### src/rtl/am_transmitter.sv
// rtl/am_transmitter.sv - AM transmit path: sample interpolation, square-wave carrier, sigma-delta RF bit
module am_transmitter #(
  parameter int WIDTH       = 16,
  parameter int PERIOD_LOG2 = 13,
  parameter int PHASE_WIDTH = 32
) (
  input  logic                   clock,
  input  logic                   clock_sreset,
  input  logic [PHASE_WIDTH-1:0] phase_increment,
  input  logic [7:0]             mod_depth,
  input  logic                   data_valid,
  input  logic [WIDTH-1:0]       data_in,
  output logic                   data_ready,
  output logic                   underrun,
  output logic [WIDTH-1:0]       envelope_out,
  output logic                   rf_out
);

  localparam int ACC_W  = WIDTH + PERIOD_LOG2 + 1;
  localparam int STEP_W = WIDTH + 1;
  localparam int PROD_W = WIDTH + 9;
  localparam int X_W    = WIDTH + 2;
  localparam int E_W    = WIDTH + 3;

  localparam logic [PROD_W-1:0] C_MID    = PROD_W'(2 ** (WIDTH - 1));
  localparam logic [E_W-1:0]    C_FB_POS = E_W'(2 ** WIDTH);
  localparam logic [E_W-1:0]    C_FB_NEG = E_W'(0) - C_FB_POS;

  // slot / handshake state
  logic [PERIOD_LOG2-1:0] r_slot_cnt;
  logic                   r_hold_valid;
  logic [WIDTH-1:0]       r_hold;
  logic [WIDTH-1:0]       r_target;
  logic [STEP_W-1:0]      r_step;
  logic                   r_underrun;

  // interpolation / modulation state
  logic [ACC_W-1:0]       r_acc;
  logic [WIDTH-1:0]       r_env;
  logic [PHASE_WIDTH-1:0] r_phase;
  logic [E_W-1:0]         r_err;
  logic                   r_rf;

  logic                   w_boundary;
  logic                   w_accept;
  logic [STEP_W-1:0]      w_step_new;
  logic [ACC_W-1:0]       w_step_ext;
  logic [ACC_W-1:0]       w_acc_shift;
  logic [ACC_W-WIDTH:0]   w_acc_hi;
  logic [WIDTH-1:0]       w_interp;
  logic [PROD_W-1:0]      w_interp_ext;
  logic [PROD_W-1:0]      w_depth_ext;
  logic [PROD_W-1:0]      w_prod;
  logic [PROD_W-1:0]      w_scaled;
  logic [PROD_W-1:0]      w_sum;
  logic [WIDTH-1:0]       w_env_next;
  logic [X_W-1:0]         w_env_ext;
  logic [X_W-1:0]         w_x;
  logic [E_W-1:0]         w_fb;
  logic [E_W-1:0]         w_err_next;

  assign w_boundary = &r_slot_cnt;
  assign w_accept   = data_valid & ~r_hold_valid;

  // Step is taken from the exact previous target, so the ramp lands on the new sample with no residue
  assign w_step_new = {r_hold[WIDTH-1], r_hold} - {r_target[WIDTH-1], r_target};
  assign w_step_ext = {{(ACC_W-STEP_W){r_step[STEP_W-1]}}, r_step};

  assign w_acc_shift = $signed(r_acc) >>> PERIOD_LOG2;
  assign w_acc_hi    = w_acc_shift[ACC_W-1:WIDTH-1];

  // Interpolated sample; the saturation branch is unreachable in normal operation but keeps the slice honest
  always_comb begin
    w_interp = w_acc_shift[WIDTH-1:0];
    if (!((&w_acc_hi) | ~(|w_acc_hi))) begin
      w_interp = w_acc_hi[ACC_W-WIDTH] ? {1'b1, {(WIDTH-1){1'b0}}} : {1'b0, {(WIDTH-1){1'b1}}};
    end
  end

  assign w_interp_ext = {{(PROD_W-WIDTH){w_interp[WIDTH-1]}}, w_interp};
  assign w_depth_ext  = {{(PROD_W-8){1'b0}}, mod_depth};
  assign w_prod       = $signed(w_interp_ext) * $signed(w_depth_ext);
  assign w_scaled     = $signed(w_prod) >>> 8;
  assign w_sum        = w_scaled + C_MID;

  // Clamp the offset envelope into the unsigned output range
  always_comb begin
    w_env_next = w_sum[WIDTH-1:0];
    if (w_sum[PROD_W-1]) begin
      w_env_next = '0;
    end else if (|w_sum[PROD_W-2:WIDTH]) begin
      w_env_next = '1;
    end
  end

  // Square-wave carrier: phase MSB selects the sign applied to the envelope
  assign w_env_ext  = {2'b00, r_env};
  assign w_x        = r_phase[PHASE_WIDTH-1] ? (X_W'(0) - w_env_ext) : w_env_ext;
  assign w_fb       = r_rf ? C_FB_POS : C_FB_NEG;
  assign w_err_next = r_err + {w_x[X_W-1], w_x} - w_fb;

  // Slot counter, one-deep holding register and per-slot target/step update
  always_ff @(posedge clock) begin
    if (clock_sreset) begin
      r_slot_cnt   <= '0;
      r_hold_valid <= 1'b0;
      r_hold       <= '0;
      r_target     <= '0;
      r_step       <= '0;
      r_underrun   <= 1'b0;
    end else begin
      r_slot_cnt <= r_slot_cnt + PERIOD_LOG2'(1);
      r_underrun <= 1'b0;
      if (w_boundary) begin
        if (r_hold_valid) begin
          r_target     <= r_hold;
          r_step       <= w_step_new;
          r_hold_valid <= 1'b0;
        end else begin
          r_step     <= '0;
          r_underrun <= 1'b1;
        end
      end
      // accept only happens with the holding register empty, so it never races the consume above
      if (w_accept) begin
        r_hold       <= data_in;
        r_hold_valid <= 1'b1;
      end
    end
  end

  // Linear interpolator: accumulate the per-slot step every clock
  always_ff @(posedge clock) begin
    if (clock_sreset) begin
      r_acc <= '0;
    end else begin
      r_acc <= r_acc + w_step_ext;
    end
  end

  // Registered modulated envelope
  always_ff @(posedge clock) begin
    if (clock_sreset) begin
      r_env <= '0;
    end else begin
      r_env <= w_env_next;
    end
  end

  // Carrier NCO and first-order sigma-delta modulator
  always_ff @(posedge clock) begin
    if (clock_sreset) begin
      r_phase <= '0;
      r_err   <= '0;
      r_rf    <= 1'b0;
    end else begin
      r_phase <= r_phase + phase_increment;
      r_err   <= w_err_next;
      r_rf    <= ~w_err_next[E_W-1];
    end
  end

  assign data_ready   = ~r_hold_valid;
  assign underrun     = r_underrun;
  assign envelope_out = r_env;
  assign rf_out       = r_rf;

endmodule

### config.mk
export PLATFORM = sky130hd
export DESIGN_NAME = am_transmitter
export DESIGN_NICKNAME = d
export VERILOG_FILES = /design/src/rtl/am_transmitter.sv
export SDC_FILE = /design/constraint.sdc
export NUM_CORES = 1
export LEC_CHECK = 0
export CORE_ASPECT_RATIO = 2
export CORE_MARGIN = 1
export CORE_UTILIZATION = 65
export CTS_CLUSTER_DIAMETER = 80
export CTS_CLUSTER_SIZE = 8
export DETAILED_ROUTE_END_ITERATION = 12
export PLACE_DENSITY = 0.93
export SKIP_CTS_REPAIR_TIMING = 1
export SLEW_MARGIN = 20
export SYNTH_ARGS = -nofsm -noshare
export SYNTH_HDL_FRONTEND = slang
export SYNTH_SLANG_ARGS = --single-unit
export TNS_END_PERCENT = 10
### constraint.sdc
create_clock -name clock -period 11.3 [get_ports clock]
set_input_delay 2.26 -clock clock [delete_from_list [all_inputs] [get_ports clock]]
set_output_delay 2.26 -clock clock [all_outputs]
set_load 0.005 [all_outputs]
# --- Word level (Yosys, flattened, before mapping) ---
# Index checks and enable logic that the tools add are counted.
word_totals:
  word_cells: 43
  out_inout_bits: 19
  reg_bits: 162
  input_bits: 59
op_classes:
  bitwise: 6
  n_reduce_logical: 8
  n_addsub: 8
  n_mul: 1
  n_mux: 9
ops:
  columns: ["op", "count"]
  rows:
  - ["$mux W16", 3]
  - ["$add A32 B32 Y32", 1]
  - ["$add A30 B30 Y30", 1]
  - ["$mul A16 B9 Y25", 1]
  - ["$add A19 B19 Y19", 1]
  - ["$mux W19", 1]
  - ["$sub A19 B19 Y19", 1]
  - ["$add A17 B17 Y18 const B", 1]
  - ["$mux W18", 1]
  - ["$mux W17", 1]
  - ["$sub A1 B16 Y17 const A", 1]
  - ["$sub A16 B16 Y17", 1]
  - ["$reduce_and A14 Y1", 1]
  - ["$add A13 B1 Y13 const B", 1]
  - ["$reduce_and A13 Y1", 1]
  - ["$reduce_or A8 Y1", 1]
  - ["$reduce_or A2 Y1", 3]
  - ["$not A1 Y1", 4]
  - ["$mux W1", 3]
  - ["$reduce_and A2 Y1", 1]
  - ["$reduce_bool A2 Y1", 1]
  - ["$and A1 B1 Y1", 1]
  - ["$or A1 B1 Y1", 1]

# --- Longest topological paths before layout ---
# Gate-level depths: netlist of the first run.
depth:
  word_depth: 8
  ltp_mapped: 30
  depth_no_buf: 27

# --- Least setup slack after synthesis of the first run ---
# OpenSTA, ideal clock, no wires.
synth_path:
  kind: "input -> register"
  start: "input port mod_depth[1]"
  end: "register r_env[14], in the netlist envelope_out[14]"
  path_slack_ps: 3401
  required_time_ps: 11178
  setup_ps: 122
  arrival_ps: 7778
  path_stages: 24
  path_buffers: 2
  path_cell_list: "clkbuf_1 clkbuf_1 nand2_1 fa_1 inv_1 fa_1 inv_1 fa_1 fa_1 inv_1 ha_1 o21a_1 o21ai_0 o2bb2ai_1 nor3b_2 o211ai_2 a21boi_2 a31oi_1 a21oi_1 a21oi_1 xnor2_1 ha_1 or4_1 o311a_1"
synth_between:
  elab_chain_len: 4
  elab_cells_between_ends: 5
synth_lines:
  columns: ["item", "line_no", "text"]
  rows:
  - ["start: declaration", "10", "input logic [7:0] mod_depth,"]
  - ["$mul A16 B9 Y25 (*)", "82", "assign w_prod = $signed(w_interp_ext) * $signed(w_depth_ext);"]
  - ["$add A17 B17 Y18 (*)", "84", "assign w_sum = w_scaled + C_MID;"]
  - ["$reduce_or A8 Y1", "91", "end else if (|w_sum[PROD_W-2:WIDTH]) begin"]
  - ["$mux W16", "91", null]
  - ["end signal: assignment", "146", "r_env <= w_env_next;"]
  - ["end: declaration", "39", "logic [WIDTH-1:0] r_env;"]
# Mark *: on every way between the ends. The rest lies on a longest branch, timed or not.
# A chain may end at the register's enable or synchronous reset.

# --- Worst setup path after layout of the first run ---
layout_path:
  start: "input port mod_depth[2]"
  end: "register r_env[14], in the netlist envelope_out[14]"
# The elaborated chain is that of the path after synthesis.

==> results of run 1 <==
==> metrics by stage <==
stage          area [um2]  util [%]
6_report            15800      73.5
5_1_grt             15800      73.5
4_1_cts             15800      73.5
3_5_place_dp        15200      71.0
3_3_place_gp        15200      70.9
2_1_floorplan       14300         -
==> worst paths after layout <==
kind,start,to,depth (start not counted)
max,mod_depth[2],envelope_out[14],23
min,r_step[10],r_step[10],2
max reg2reg,r_acc[28],envelope_out[14],26
min reg2reg,r_step[10],r_step[10],2
==> metal layers <==
layer  GRT usage (%)  share of wire [%]  vias to the layer above
li1                -                  -                     5697
met1            29.2                 34                     5713
met2            59.1                 55                      389
met3            3.97                3.5                      150
met4            24.7                7.2                        0
met5               0                  0                        -
==> power groups by stage <==
stage	Clock [uW]	Combinational [uW]	Sequential [uW]
floorplan	0	864	691
global placement	0	1010	704
detailed placement	0	1060	708
CTS	561	1070	696
global route	583	1220	704
finish	554	1080	696
==> logic make-up (layout without fill, tap and decap cells) <==
group           Yosys count  count (layout)
buf+inv                 274             344
compound gates          339             339
flops                   162             162
mux                       4               4
fa+ha+maj               267             267
simple gates            523             523
xor+xnor                106             106
==> area by class of cell <==
type                    count  area [um2]
multi-input cells        1239       10000
repair buffers             79         783
flip-flops and latches    162        3240
well taps                 273         342
clock inverters            10         113
fillers                  1526        5690
clock buffers              19         433
inverters                 236         886
==> registers in the layout (all words and copies together) (netlist names) <==
| signal | count |
|---|---|
| r_phase | 32 |
| r_acc | 30 |
| r_err | 19 |
| r_step | 17 |
| envelope_out | 16 |
| r_hold | 16 |
| r_target | 16 |
| r_slot_cnt | 13 |
| r_hold_valid | 1 |
| rf_out | 1 |
| underrun | 1 |
==> worst max-delay path: stages <==
cell             delay (ns)
clkdlybuf4s50_1        0.83
nand2_1                0.17
fa_1                   0.60
inv_1                  0.07
fa_1                   0.51
inv_1                  0.05
fa_1                   0.46
fa_1                   0.55
inv_1                  0.04
ha_1                   0.27
o21a_1                 0.13
o21ai_0                0.11
o2bb2ai_1              0.18
nor3b_2                0.51
o211ai_2               0.16
a21boi_2               0.21
a31oi_1                0.17
a21oi_1                0.25
a21oi_1                0.12
xnor2_1                0.16
ha_1                   0.51
or4_1                  0.59
o311a_1                0.15
==> placed cells by master (no fill, tap or decap), types with 17 or more instances in the layout <==
cell type,instances
a22o_1,19
o21ai_0,69
ha_1,162
fa_1,105
nor2b_1,18
nand2b_1,20
nand2_1,150
clkdlybuf4s50_1,76
o21a_1,38
nor2_1,135
xnor2_1,54
clkbuf_16,17
xor2_1,52
dfxtp_1,162
inv_1,236
a21oi_1,79
nor3_1,33
and2_1,76
a21o_1,42
nand3_1,23
==> results_dict.tcl, run 1 <==
set metrics [dict create \
    ant_nets 0 \
    synth_commonest_cells "236 x inv_1, 162 x dfxtp_1, 162 x ha_1" \
    regToRegSetupSlack_ns 3.08 \
    finalCriticalPeriod_ns 8.76 \
    cts_root_buf "clkbuf_16" \
    pre_cts_ws_ns 2.20 \
    cap_violations 0 \
    finalPower_uw 2330 \
    synth_top_family_by_area "adder cells" \
    clock-sinks 162 \
    rsz0062_at_grt "no" \
    hold_viol 0 \
    fmaxAchievable_ghz 0.114 \
    synth.avg_cell_area_um2 8.51 \
    vias_per_cell 5.92 \
    worst_slack_ns 2.54 \
    synth_area_mm2 0.0143 \
    cts.path.max_buffers 2 \
    synth_adder_area_share_pct 29.0 \
    path_max_fanout 16 \
    cts_tree "built" \
    nNetsFinal 2061 \
    skew_ns 0.00868 \
    setup_tns_ns 0 \
    core_area_mm2 0.0215 \
    io_pins 78 \
    post-route-drc-count 0 \
    yosysWarnings 0 \
    endpoint_kind "register" \
    comb_power_share_pct 46.4 \
    crit_type "in -> reg" \
    hold_ws_ns 0.462 \
    p_leak_uw 0.00771 \
    min_period_over_period_pct 77.5 \
    power_frac_clock_pct 23.7 \
    yosysTopAreaCellShare_pct 22.7 \
    wl_per_cell_um 16.5 \
    floorplan.initialDensity_pct 66.3 \
    power_switching_uw 867 \
    syn-instance-count 1675 \
    grt_usage_pct 31.2 \
    dr_total_vias 11900 \
    die_x_um 107 \
    ys_ff_latch 162 \
    drt_first_iter_violations 645 \
    diodes 0 \
    grt_overflow 0 \
    dr.pass1.iters 5 \
    yosysSeqAreaShare_pct 22.7 \
    grt_start_max_net_pins 65 \
    yosys-top-cells-area "dfxtp_1 23%, fa_1 15%, ha_1 14%" \
    syn2layout_area_growth_pct 10.8 \
    dp_cells 1989 \
    synth_xor_area_share_pct 6.51 \
    synth_top_cell_by_area "dfxtp_1" \
    cp.required_ns 11.62 \
    powerDensity_mw_per_mm2 148 \
    antenna_found_initial 0 \
    grt_pass1_wl_mm 56.0 \
    h-tree-depth 4 \
    slew_violations 0 \
    startpoint_type "input port" \
    worst_slew_pin_slew_ns 1.06 \
    synth-main-ff-cell "dfxtp_1" \
    drive_gt1_share_pct 3.44 \
    synthDistinctLibCells 73 \
    synth.mux.area_fraction_pct 0.307 \
    finalSetupViolCount 0 \
    hold_path_class "reg -> reg" \
    hpwl_mm 25.8 \
    async_reset_ff_share_pct 0 \
    cts_buffers 17 \
    design.die.area_mm2 0.0226 \
    synthSimpleGateAreaFrac_pct 17.8 \
    seqPwrFrac_pct 29.8 \
    insertion_delay_ns 0.43 \
    status "finished clean" \
    die_h_um 211 \
    place.gp.congestion 0.930 \
    stdcell_count 2018 \
    io_buffers 77 \
    synth_fp_nets 2001 \
    cts.reportedPaths.clkPinSlew_ns 0.06 \
    switching_share_pct 37.1 \
    p_int_uw 1470 \
    grt_pass1_vias 12800 \
    peakVddDrop_mv 0.126 \
    totalWireLength_mm 33.4 \
    crit_arrival_ns 9.08 \
    rows 76 \
    synth-edff-count 0 \
    synth.most_common_cell "inv_1" \
    slew_headroom_pct 29.1 \
    synth-compound-area-share_pct 16.4 \
]
Power figures use the tool's default switching activity.
==> inputs of run 2 (changes only) <==
--- a/config.mk
+++ b/config.mk
@@ -7,11 +7,11 @@
 export LEC_CHECK = 0
 export CORE_ASPECT_RATIO = 2
 export CORE_MARGIN = 1
-export CORE_UTILIZATION = 65
+export CORE_UTILIZATION = 56
 export CTS_CLUSTER_DIAMETER = 80
 export CTS_CLUSTER_SIZE = 8
 export DETAILED_ROUTE_END_ITERATION = 12
-export PLACE_DENSITY = 0.93
+export PLACE_DENSITY = 0.85
 export SKIP_CTS_REPAIR_TIMING = 1
 export SLEW_MARGIN = 20
 export SYNTH_ARGS = -nofsm -noshare
==> constraint.sdc (replaced) <==
create_clock -name clock -period 7 [get_ports clock]
set_input_delay 1.4 -clock clock [delete_from_list [all_inputs] [get_ports clock]]
set_output_delay 1.4 -clock clock [all_outputs]
set_load 0.005 [all_outputs]
==> results_dict.tcl, run 2 (synthesis gave the netlist of run 1 again) <==
set metrics [dict create \
    status "finished clean" \
    core_area_mm2 0.0250 \
    reg.largest.list "r_phase: 32 flops, r_acc: 30 flops, r_err: 19 flops" \
    cts_buffers 17 \
    grt_pass1_vias 12600 \
    p_int_uw 2420 \
    grt_overflow 0 \
    regToRegSetupSlack_ns 0.37 \
    multi_input_area_mm2 0.0100 \
    hold_path_depth 2 \
    fmaxAchievable_ghz 0.147 \
    seq_area_mm2 0.00324 \
    vias_per_cell 5.59 \
    largest_reg_flops 32 \
    hold_path_class "reg -> reg" \
    hpwl_mm 26.3 \
    finalSetupViolCount 0 \
    worstRegToRegCells 26 \
    power_frac_clock_pct 24.8 \
    path_max_fanout 8 \
    ant_nets 0 \
    peakVddDrop_mv 0.196 \
    post-route-drc-count 0 \
    cp.required_ns 7.33 \
    min-delay-start "r_step[11]" \
    switching_share_pct 36.9 \
    cap_violations 0 \
    dr.pass1.iters 7 \
    endpoint_kind "register" \
    die_x_um 115 \
    grt_start_max_net_pins 88 \
    grt_pass1_wl_mm 55.4 \
    drive_gt1_share_pct 6.79 \
    h-tree-depth 4 \
    r2r_start "r_acc[28]" \
    worst_slew_pin_slew_ns 0.982 \
    io_pins 78 \
    pre_cts_ws_ns -0.448 \
    skew_ns 0.00861 \
    startpoint_type "input port" \
    largest-register "r_phase" \
    p_leak_uw 0.00803 \
    cts.reportedPaths.clkPinSlew_ns 0.07 \
    floorplan.initialDensity_pct 57.0 \
    rsz0062_at_grt "no" \
    cts.path.max_buffers 2 \
    crit_arrival_ns 7.12 \
    slew_headroom_pct 34.5 \
    totalWireLength_mm 33.0 \
    design.die.area_mm2 0.0261 \
    hold_viol 0 \
    cts_tree "built" \
    cts_root_buf "clkbuf_16" \
    dr_total_vias 11900 \
    diodes 0 \
    comb_power_share_pct 45.8 \
    setup_tns_ns 0 \
    drt_first_iter_violations 452 \
    syn2layout_area_growth_pct 14.8 \
    final_util_pct 65.4 \
    clock-sinks 162 \
    crit_type "in -> reg" \
    slew_violations 0 \
    insertion_delay_ns 0.44 \
    reg2reg_to "envelope_out[14]" \
    io_buffers 77 \
    finalCriticalPeriod_ns 6.79 \
    mostFrequentLayoutCells "236 x inv_1, 162 x ha_1, 162 x dfxtp_1, 150 x nand2_1, 133 x nor2_1" \
    hold_end "r_step[11]" \
    wl_per_cell_um 15.5 \
    power_switching_uw 1410 \
    place.gp.congestion 0.900 \
    layout_commonest_cell "inv_1" \
    seqPwrFrac_pct 29.3 \
    nNetsFinal 2110 \
    antenna_found_initial 0 \
    grt_usage_pct 26.8 \
    powerDensity_mw_per_mm2 234 \
    rows 82 \
    die_h_um 228 \
    worst_slack_ns 0.210 \
    nFillCells 2063 \
    min_period_over_period_pct 97.0 \
    finalPower_uw 3830 \
]
==> run 2: area by class of cell <==
cell class                 count  share of cell area (%)
clock buffer                  20                    2.85
clock inverter                11                   0.787
inverter                     236                    5.41
multi-input combinational   1239                    61.4
sequential                   162                    19.8
tap                          336                    2.57
timing repair buffer         128                    7.22
==> run 2: layer usage <==
metal / GRT usage, % / up-vias / share of wire (%)
li1: - / 5790 / -
met1: 24.9 / 5714 / 36
met2: 52.5 / 269 / 55
met3: 4.27 / 136 / 2.8
met4: 17.6 / 0 / 6.1
met5: 0 / - / 0
==> run 2: worst max path at each step <==
stage	startpoint	end	slack, ns
3_3_place_gp	mod_depth[5]	envelope_out[14]	-0.27
2_1_floorplan	mod_depth[1]	envelope_out[14]	0.06
6_report	mod_depth[3]	envelope_out[14]	0.21
5_1_grt	mod_depth[3]	envelope_out[14]	0.005
3_5_place_dp	mod_depth[2]	envelope_out[14]	-0.45
4_1_cts	r_acc[28]	envelope_out[14]	-0.08
==> run 2: power by group through the flow <==
stage | sequential [uW] | combinational [uW] | clock [uW]
global route | 1140 | 1980 | 994
finish | 1120 | 1750 | 951
CTS | 1120 | 1750 | 964
global placement | 1140 | 1650 | 0
floorplan | 1120 | 1390 | 0
detailed placement | 1140 | 1730 | 0
==> run 2: per-stage QoR <==
stage	hold WS [ns]	instance area (um2)	std cells
2_1_floorplan	0.429	14300	1675
3_3_place_gp	0.440	15700	2101
3_5_place_dp	0.455	15700	2101
4_1_cts	0.469	16300	2132
5_1_grt	0.502	16400	2132
6_report	0.468	16400	2132
==> run 2: worst max-delay path: stages <==
cell and delay [ns]:
clkdlybuf4s50_1 0.47, buf_6 0.14, nand2_1 0.07, fa_1 0.45, fa_1 0.50, inv_1 0.06, fa_1 0.53, inv_1 0.06
fa_1 0.53, inv_1 0.04, ha_1 0.28, o21ai_1 0.09, o2bb2ai_1 0.16, nor3b_2 0.43, o211ai_2 0.17, a21boi_2 0.20
a31oi_2 0.13, a21oi_2 0.16, a21oi_1 0.10, xnor2_1 0.22, ha_1 0.28, or4_1 0.51, o311a_1 0.15
